## config.mk

```make
export PLATFORM = sky130hd
export DESIGN_NAME = pattern_fetch_driver
export DESIGN_NICKNAME = d
export VERILOG_FILES = /design/src/rtl/pattern_fetch_driver_pkg.sv /design/src/rtl/pattern_fetch_driver_mem_reader.sv /design/src/rtl/pattern_fetch_driver.sv
export SDC_FILE = /design/constraint.sdc
export NUM_CORES = 1
export LEC_CHECK = 0
export ABC_AREA = 1
export BUFFER_PORTS_ARGS = -buffer_cell sky130_fd_sc_hd__buf_2
export CORE_AREA = 5 5 100 102
export CTS_CLUSTER_DIAMETER = 80
export DETAILED_ROUTE_END_ITERATION = 10
export DIE_AREA = 0 0 105 107
export PLACE_DENSITY = 0.78
export SYNTH_ARGS = -nofsm -noshare
export SYNTH_HDL_FRONTEND = slang
export SYNTH_SLANG_ARGS = --single-unit
```

## constraint.sdc

```tcl
create_clock -name clock -period 3.3 [get_ports clock]
set_input_delay 0.33 -clock clock [delete_from_list [all_inputs] [get_ports clock]]
set_output_delay 0.33 -clock clock [all_outputs]
set_load 0.005 [all_outputs]
```

## src/rtl/pattern_fetch_driver_pkg.sv

```systemverilog
// Shared constants, FSM encoding and the per-channel word merge for the
// pattern fetch driver.
package pattern_fetch_driver_pkg;

  localparam int DEF_MEM_ADDRESS_LENGTH = 7;
  localparam int DEF_ACK_TIMEOUT        = 15;
  localparam int NUM_CHANNELS           = 16;

  typedef enum logic [2:0] {
    ST_IDLE     = 3'd0,
    ST_REQ_ROW  = 3'd1,
    ST_WAIT_ROW = 3'd2,
    ST_REQ_COL  = 3'd3,
    ST_WAIT_COL = 3'd4,
    ST_READY    = 3'd5
  } fetch_state_t;

  // Each channel takes its bit from the column word when selected, else the row word.
  function automatic logic [NUM_CHANNELS-1:0] merge_words(
    input logic [NUM_CHANNELS-1:0] sel,
    input logic [NUM_CHANNELS-1:0] row_word,
    input logic [NUM_CHANNELS-1:0] col_word
  );
    return (sel & col_word) | (~sel & row_word);
  endfunction

endpackage

```

## src/rtl/pattern_fetch_driver_mem_reader.sv

```systemverilog
// pattern_mem_reader: one memory read handshake. A start pulse registers the
// request; the request is held until mem_ack or until the down-counter hits
// its terminal count, whichever comes first.
module pattern_mem_reader
  import pattern_fetch_driver_pkg::*;
#(
  parameter int ADDR_W      = DEF_MEM_ADDRESS_LENGTH + 1,
  parameter int ACK_TIMEOUT = DEF_ACK_TIMEOUT
) (
  input  logic              clock,
  input  logic              clear_i,
  input  logic              start_i,
  input  logic [ADDR_W-1:0] addr_i,
  input  logic              mem_ack_i,
  output logic              mem_req_o,
  output logic [ADDR_W-1:0] mem_addr_o,
  output logic              done_o,
  output logic              timeout_o
);

  localparam int CNT_W = $clog2(ACK_TIMEOUT + 1);

  logic              req_q;
  logic [ADDR_W-1:0] addr_q;
  logic [CNT_W-1:0]  cnt_q;
  logic              last_cycle_d;

  // Ack is only honoured while a request is outstanding; anything else is ignored.
  assign done_o       = req_q & mem_ack_i;
  assign last_cycle_d = (cnt_q == CNT_W'(1));
  assign timeout_o    = req_q & ~mem_ack_i & last_cycle_d;
  assign mem_req_o    = req_q;
  assign mem_addr_o   = addr_q;

  // Request/address registers and the ack wait down-counter.
  always_ff @(posedge clock) begin
    if (clear_i) begin
      req_q  <= 1'b0;
      addr_q <= '0;
      cnt_q  <= '0;
    end else if (start_i) begin
      req_q  <= 1'b1;
      addr_q <= addr_i;
      cnt_q  <= CNT_W'(ACK_TIMEOUT);
    end else if (req_q) begin
      if (mem_ack_i || last_cycle_d) begin
        req_q <= 1'b0;
        cnt_q <= '0;
      end else begin
        cnt_q <= cnt_q - CNT_W'(1);
      end
    end
  end

endmodule

```

## src/rtl/pattern_fetch_driver.sv

```systemverilog
// pattern_fetch_driver: fetches a row word and a column word for the current
// pattern coordinate, merges them per channel and drives the motor lines
// during the output window.
//
//   state    | meaning
//   IDLE     | waiting for a new coordinate
//   REQ_ROW  | issue row read {0,row}
//   WAIT_ROW | row read outstanding
//   REQ_COL  | issue column read {1,col}
//   WAIT_COL | column read outstanding
//   READY    | merged word waits for a closed window, then loads
module pattern_fetch_driver
  import pattern_fetch_driver_pkg::*;
#(
  parameter int MEM_ADDRESS_LENGTH = DEF_MEM_ADDRESS_LENGTH,
  parameter int ACK_TIMEOUT        = DEF_ACK_TIMEOUT
) (
  input  logic                          clock,
  input  logic                          reset,
  input  logic                          enable,
  input  logic [MEM_ADDRESS_LENGTH-1:0] row_select,
  input  logic [MEM_ADDRESS_LENGTH-1:0] col_select,
  input  logic                          output_active,
  input  logic                          update_cycle_complete,
  input  logic [NUM_CHANNELS-1:0]       inverter_select,
  input  logic [NUM_CHANNELS-1:0]       row_col_select,
  output logic                          mem_req,
  output logic [MEM_ADDRESS_LENGTH:0]   mem_addr,
  input  logic                          mem_ack,
  input  logic [NUM_CHANNELS-1:0]       mem_rdata,
  output logic [NUM_CHANNELS-1:0]       driver_out,
  output logic                          underrun,
  output logic                          fetch_error
);

  localparam int AW = MEM_ADDRESS_LENGTH;

  fetch_state_t            state_q;
  logic [AW-1:0]           fetch_row_q, fetch_col_q;
  logic [AW-1:0]           last_row_q, last_col_q;
  logic                    coord_valid_q;
  logic [NUM_CHANNELS-1:0] row_word_q, col_word_q, active_q, driver_q;
  logic                    oa_prev_q, underrun_q, fetch_error_q;

  logic                    clear_d, need_fetch_d, rd_start_d, rd_done, rd_timeout;
  logic [AW:0]             rd_addr_d;
  logic [NUM_CHANNELS-1:0] shadow_d;

  // Disable is treated exactly like reset.
  assign clear_d      = reset | ~enable;
  assign need_fetch_d = ~update_cycle_complete &
                        (~coord_valid_q | (row_select != last_row_q) | (col_select != last_col_q));
  assign rd_start_d   = (state_q == ST_REQ_ROW) | (state_q == ST_REQ_COL);
  assign rd_addr_d    = (state_q == ST_REQ_COL) ? {1'b1, fetch_col_q} : {1'b0, fetch_row_q};
  assign shadow_d     = merge_words(row_col_select, row_word_q, col_word_q);

  pattern_mem_reader #(
    .ADDR_W      (AW + 1),
    .ACK_TIMEOUT (ACK_TIMEOUT)
  ) u_reader (
    .clock      (clock),
    .clear_i    (clear_d),
    .start_i    (rd_start_d),
    .addr_i     (rd_addr_d),
    .mem_ack_i  (mem_ack),
    .mem_req_o  (mem_req),
    .mem_addr_o (mem_addr),
    .done_o     (rd_done),
    .timeout_o  (rd_timeout)
  );

  // Fetch sequencer: two reads per coordinate, then load into the active word.
  always_ff @(posedge clock) begin
    if (clear_d) begin
      state_q       <= ST_IDLE;
      fetch_row_q   <= '0;
      fetch_col_q   <= '0;
      last_row_q    <= '0;
      last_col_q    <= '0;
      coord_valid_q <= 1'b0;
      row_word_q    <= '0;
      col_word_q    <= '0;
      active_q      <= '0;
      fetch_error_q <= 1'b0;
    end else begin
      case (state_q)
        ST_IDLE: begin
          if (need_fetch_d) begin
            fetch_row_q <= row_select;
            fetch_col_q <= col_select;
            state_q     <= ST_REQ_ROW;
          end
        end
        ST_REQ_ROW: state_q <= ST_WAIT_ROW;
        ST_WAIT_ROW: begin
          if (rd_done) begin
            row_word_q <= mem_rdata;
            state_q    <= ST_REQ_COL;
          end else if (rd_timeout) begin
            fetch_error_q <= 1'b1;
            state_q       <= ST_IDLE;
          end
        end
        ST_REQ_COL: state_q <= ST_WAIT_COL;
        ST_WAIT_COL: begin
          if (rd_done) begin
            col_word_q    <= mem_rdata;
            last_row_q    <= fetch_row_q;
            last_col_q    <= fetch_col_q;
            coord_valid_q <= 1'b1;
            state_q       <= ST_READY;
          end else if (rd_timeout) begin
            fetch_error_q <= 1'b1;
            state_q       <= ST_IDLE;
          end
        end
        ST_READY: begin
          if (!output_active) begin
            active_q <= shadow_d;
            state_q  <= ST_IDLE;
          end
        end
        default: state_q <= ST_IDLE;
      endcase
    end
  end

  // Sticky underrun: window opened while a fetch was still in flight.
  always_ff @(posedge clock) begin
    if (clear_d) begin
      oa_prev_q  <= 1'b0;
      underrun_q <= 1'b0;
    end else begin
      oa_prev_q <= output_active;
      if (output_active && !oa_prev_q && (state_q != ST_IDLE)) begin
        underrun_q <= 1'b1;
      end
    end
  end

  // Registered driver lines; polarity inversion applies even outside the window.
  always_ff @(posedge clock) begin
    if (clear_d) begin
      driver_q <= inverter_select;
    end else begin
      driver_q <= ({NUM_CHANNELS{output_active & ~update_cycle_complete}} & active_q)
                  ^ inverter_select;
    end
  end

  assign driver_out  = driver_q;
  assign underrun    = underrun_q;
  assign fetch_error = fetch_error_q;

endmodule

```

==> summary.md <==
| Metric | Value |
|---|---|
| Critical path required time | `about 3.6 ns` |
| Clock Skews | `approximately 0.014 ns` |
| Via Count | `about 4200` |
| Critical path class | `reg2reg` |
| Worst path arrival time | `2.25 ns` |
| Initial antenna violation count | `0` |
| Multi-input gate area | `1990 sq um` |
| Post-route setup TNS | `0 ns` |
| RSZ-0062 raised after global routing | `false` |
| Synth warn | `0` |
| Final period utilization | `59.8%` |
| Post-Syn Nets | `between 700 and 800` |
| Top-area cell type share of the netlist area | `between 40% and 50%` |
| Max Cap Viol | `0` |
| Clock Tree Buf Depth | `2` |
| WL met2 | `5400 um` |
| Post-synth cell types | `33` |
| Sink Count | `112` |
| Share of post-route cells with drive strength above 1 | `about a fifth` |
| Fin crit period | `1.97 ns` |
| Register area | `~2200 sq um` |
| Max-Slew Margin vs Limit | `around a third` |
| Worst Tran Pin Value | `~1.0 ns` |
| Row cnt | `35` |
| Synth Instances | `~630` |
| Cell Area, Synth | `approximately 4800 sq um` |
| Routed Antenna Nets | `0` |
| CTS tree | `done` |
| Antenna cell count | `0` |
| Die X | `around 110 um` |
| Power per Cell Area | `440 nW/um^2` |
| Post-synth EDFFs | `0` |
| Area growth, synth to finish | `13.4%` |
| CP max FO | `19` |
| Pin count of the biggest net entering global routing | `around 60` |
| # nets final | `between 700 and 800` |
| Clock latency on the worst-skew pair | `between 0.3 and 0.4 ns` |
| Post-Syn Area per Cell | `7.56 sq um` |
| Initial drt markers | `just under 300` |
| First-pass GRT wire length | `around 19000 um` |
| Hold crit path type | `in2reg` |
| Final setup vio count | `0` |
| Worst-path clk slew | `roughly 0.11 ns` |
| Cts hold-fix bufs | `0` |
| Die ar. | `11200 sq um` |
| # fillers | `820` |
| Total GRT Usage | `20.0%` |
| Placement Setup Slack | `between 1 and 1.5 ns` |
| CTS Root Cell | `clkbuf_8` |
| GRT overflow | `0` |
| DR top layer | `met4` |
| DR WL/cell | `13.7 um` |
| Status | `completed` |
| Flops & latches, synth | `approximately 110` |
| Initial core utilization | `53.0%` |
| Io pins | `95` |
| Sequential element share of the synthesized area | `a little under half` |
| Post-cts sizing count | `0` |
| Drt total wl | `~11000 um` |
| First-pass DRT Iterations | `5` |
| Top FF cell, synth | `dfxtp_1` |
| F_max | `506 MHz` |
| Async SR Flop Fraction | `0%` |
| CTS H-tree depth | `3` |
| Total power | `about 0.0024 W` |
| Setup crit end kind | `flop` |
| Die Y | `107 um` |
| Worst vdd ir | `roughly 0.25 mV` |
| Yosys top cell by area | `dfxtp_1` |
| Final Hold Fails | `0` |
| Post-CTS Setup Bufs | `0` |
| Final Max Tran Viols | `0` |
| HPWL Detailed | `just over 8000 um` |
| LEAKAGE | `2.40 nW` |
| DR WL met3 | `roughly 770 um` |
| Routability congestion estimate | `about 0.84` |
| DRC violations left | `0` |
| PortBufs | `94` |
| Post-DR vias/cell | `5.10` |
| Number of global-route vias before repair | `4048` |
| Synth top area cells | `dfxtp_1 (47%), a21oi_1 (6.8%), nand2_1 (6.7%), o21ai_0 (6.5%), inv_1 (6.4%)` |
| Final setup margin | `1.33 ns` |
| CP Launch Type | `flop` |
| CTS buffer count | `9` |
| Core area | `about 9000 sq um` |
| M1 wire length | `5020 um` |
-- state kept, by name, summed over array words and instances (netlist names) --
| name | count |
|---|---|
| fetch_row_q | 7 |
| state_q | 3 |
| last_row_q | 7 |
| last_col_q | 7 |
| fetch_error | 1 |
| col_word_q | 16 |
| underrun | 1 |
| u_reader.cnt_q | 4 |
| active_q | 16 |
| u_reader.mem_addr_o | 8 |
| oa_prev_q | 1 |
| fetch_col_q | 7 |
| driver_out | 16 |
| row_word_q | 16 |
| u_reader.mem_req_o | 1 |
| coord_valid_q | 1 |
-- per-layer routing --
| metal | vias to the layer above | track usage (%) |
|---|---|---|
| li1 | 2178 | - |
| met1 | 1900 | 26.7 |
| met2 | 120 | 32.4 |
| met3 | 15 | 4.27 |
| met4 | 0 | 6.39 |
| met5 | - | 0 |
-- report_power, final --
group	leakage [nW]	internal, W	switching (W)
Clock	0.0998	0.000312	0.000486
Combinational	1.39	0.0000804	0.000126
Sequential	0.910	0.00137	0.0000104
-- critical path, cell delays in order, from the launching register on --
cell,delay [ns]
dfxtp_1,0.47
nand3_2,0.13
nor2_2,0.55
inv_1,0.45
nor2_1,0.21
nor2_1,0.07
-- cells by family (layout without fill, tap and decap cells) --
logic type      count (synthesis)  after routing  synth area share [%]
xor+xnor                       19             19                  3.48
fa+ha+maj                       2              2                 0.523
simple gates                  222            222                  21.2
compound gates                150            150                  16.3
flops                         112            112                  46.9
buf+inv                       128            210                  11.7
-- area by class of cell --
type | instances | area share, %
multi-input cells | 393 | 36.6
flip-flops and latches | 112 | 41.3
repair buffers | 98 | 9.23
well taps | 111 | 2.56
clock buffers | 10 | 2.54
clock inverters | 6 | 1.01
inverters | 96 | 6.69
-- metrics by stage --
step / area, sq um / std cells / util [%] / hold WS, ns
6_report: 5430 / 826 / 60.1 / 0.129
5_1_grt: 5430 / 826 / 60.1 / 0.113
4_1_cts: 5430 / 826 / 60.1 / 0.122
3_5_place_dp: 5230 / 810 / 58.0 / 0.446
3_3_place_gp: 5230 / 810 / 58.0 / 0.439
2_1_floorplan: 4780 / 633 / - / 0.428
-- final timing paths --
check        slack [ns]             end  depth (start not counted)               start
max                1.33  col_word_q[11]                          5          state_q[2]
min                0.13   driver_out[3]                          2  inverter_select[3]
max reg2reg        1.33  col_word_q[11]                          5          state_q[2]
min reg2reg        0.46   row_word_q[9]                          2       row_word_q[9]
-- Yosys cell counts, types with 2 or more instances --
master / n
buf_4: 2
o21a_1: 3
a31oi_1: 4
inv_2: 6
buf_2: 15
nor3_1: 3
nand2_2: 5
nor2_2: 16
ha_1: 2
nand4_1: 30
nor2_1: 72
clkbuf_1: 8
xor2_1: 2
nand2_1: 86
a22oi_1: 6
nand3_1: 4
inv_1: 81
o21ai_1: 10
o21ai_0: 62
dfxtp_1: 112
xnor2_1: 17
clkinv_1: 8
a21oi_1: 65
buf_6: 5
-- cell usage in the layout (no fill, tap or decap) --
cell type	synthesis	routed
dfxtp_1	112	112
buf_2	15	94
nand2_1	86	86
inv_1	81	81
nor2_1	72	72
a21oi_1	65	65
o21ai_0	62	62
nand4_1	30	30
xnor2_1	17	17
nor2_2	16	15
o21ai_1	10	10
clkbuf_8	0	10
clkinv_1	8	8
inv_2	6	6
a22oi_1	6	6
nand2_2	5	5
nand3_1	4	4
a31oi_1	4	4
buf_4	2	4
nor3_1	3	3
o21a_1	3	3
inv_6	0	3
nor2_4	1	2
xor2_1	2	2
ha_1	2	2
clkinv_4	0	2
nand3_2	1	1
nor3_2	1	1
inv_4	1	1
nor4_1	1	1
nand2_4	1	1
nand3_4	1	1
inv_8	0	1
Note: power is estimated with default switching activity, not from simulation.
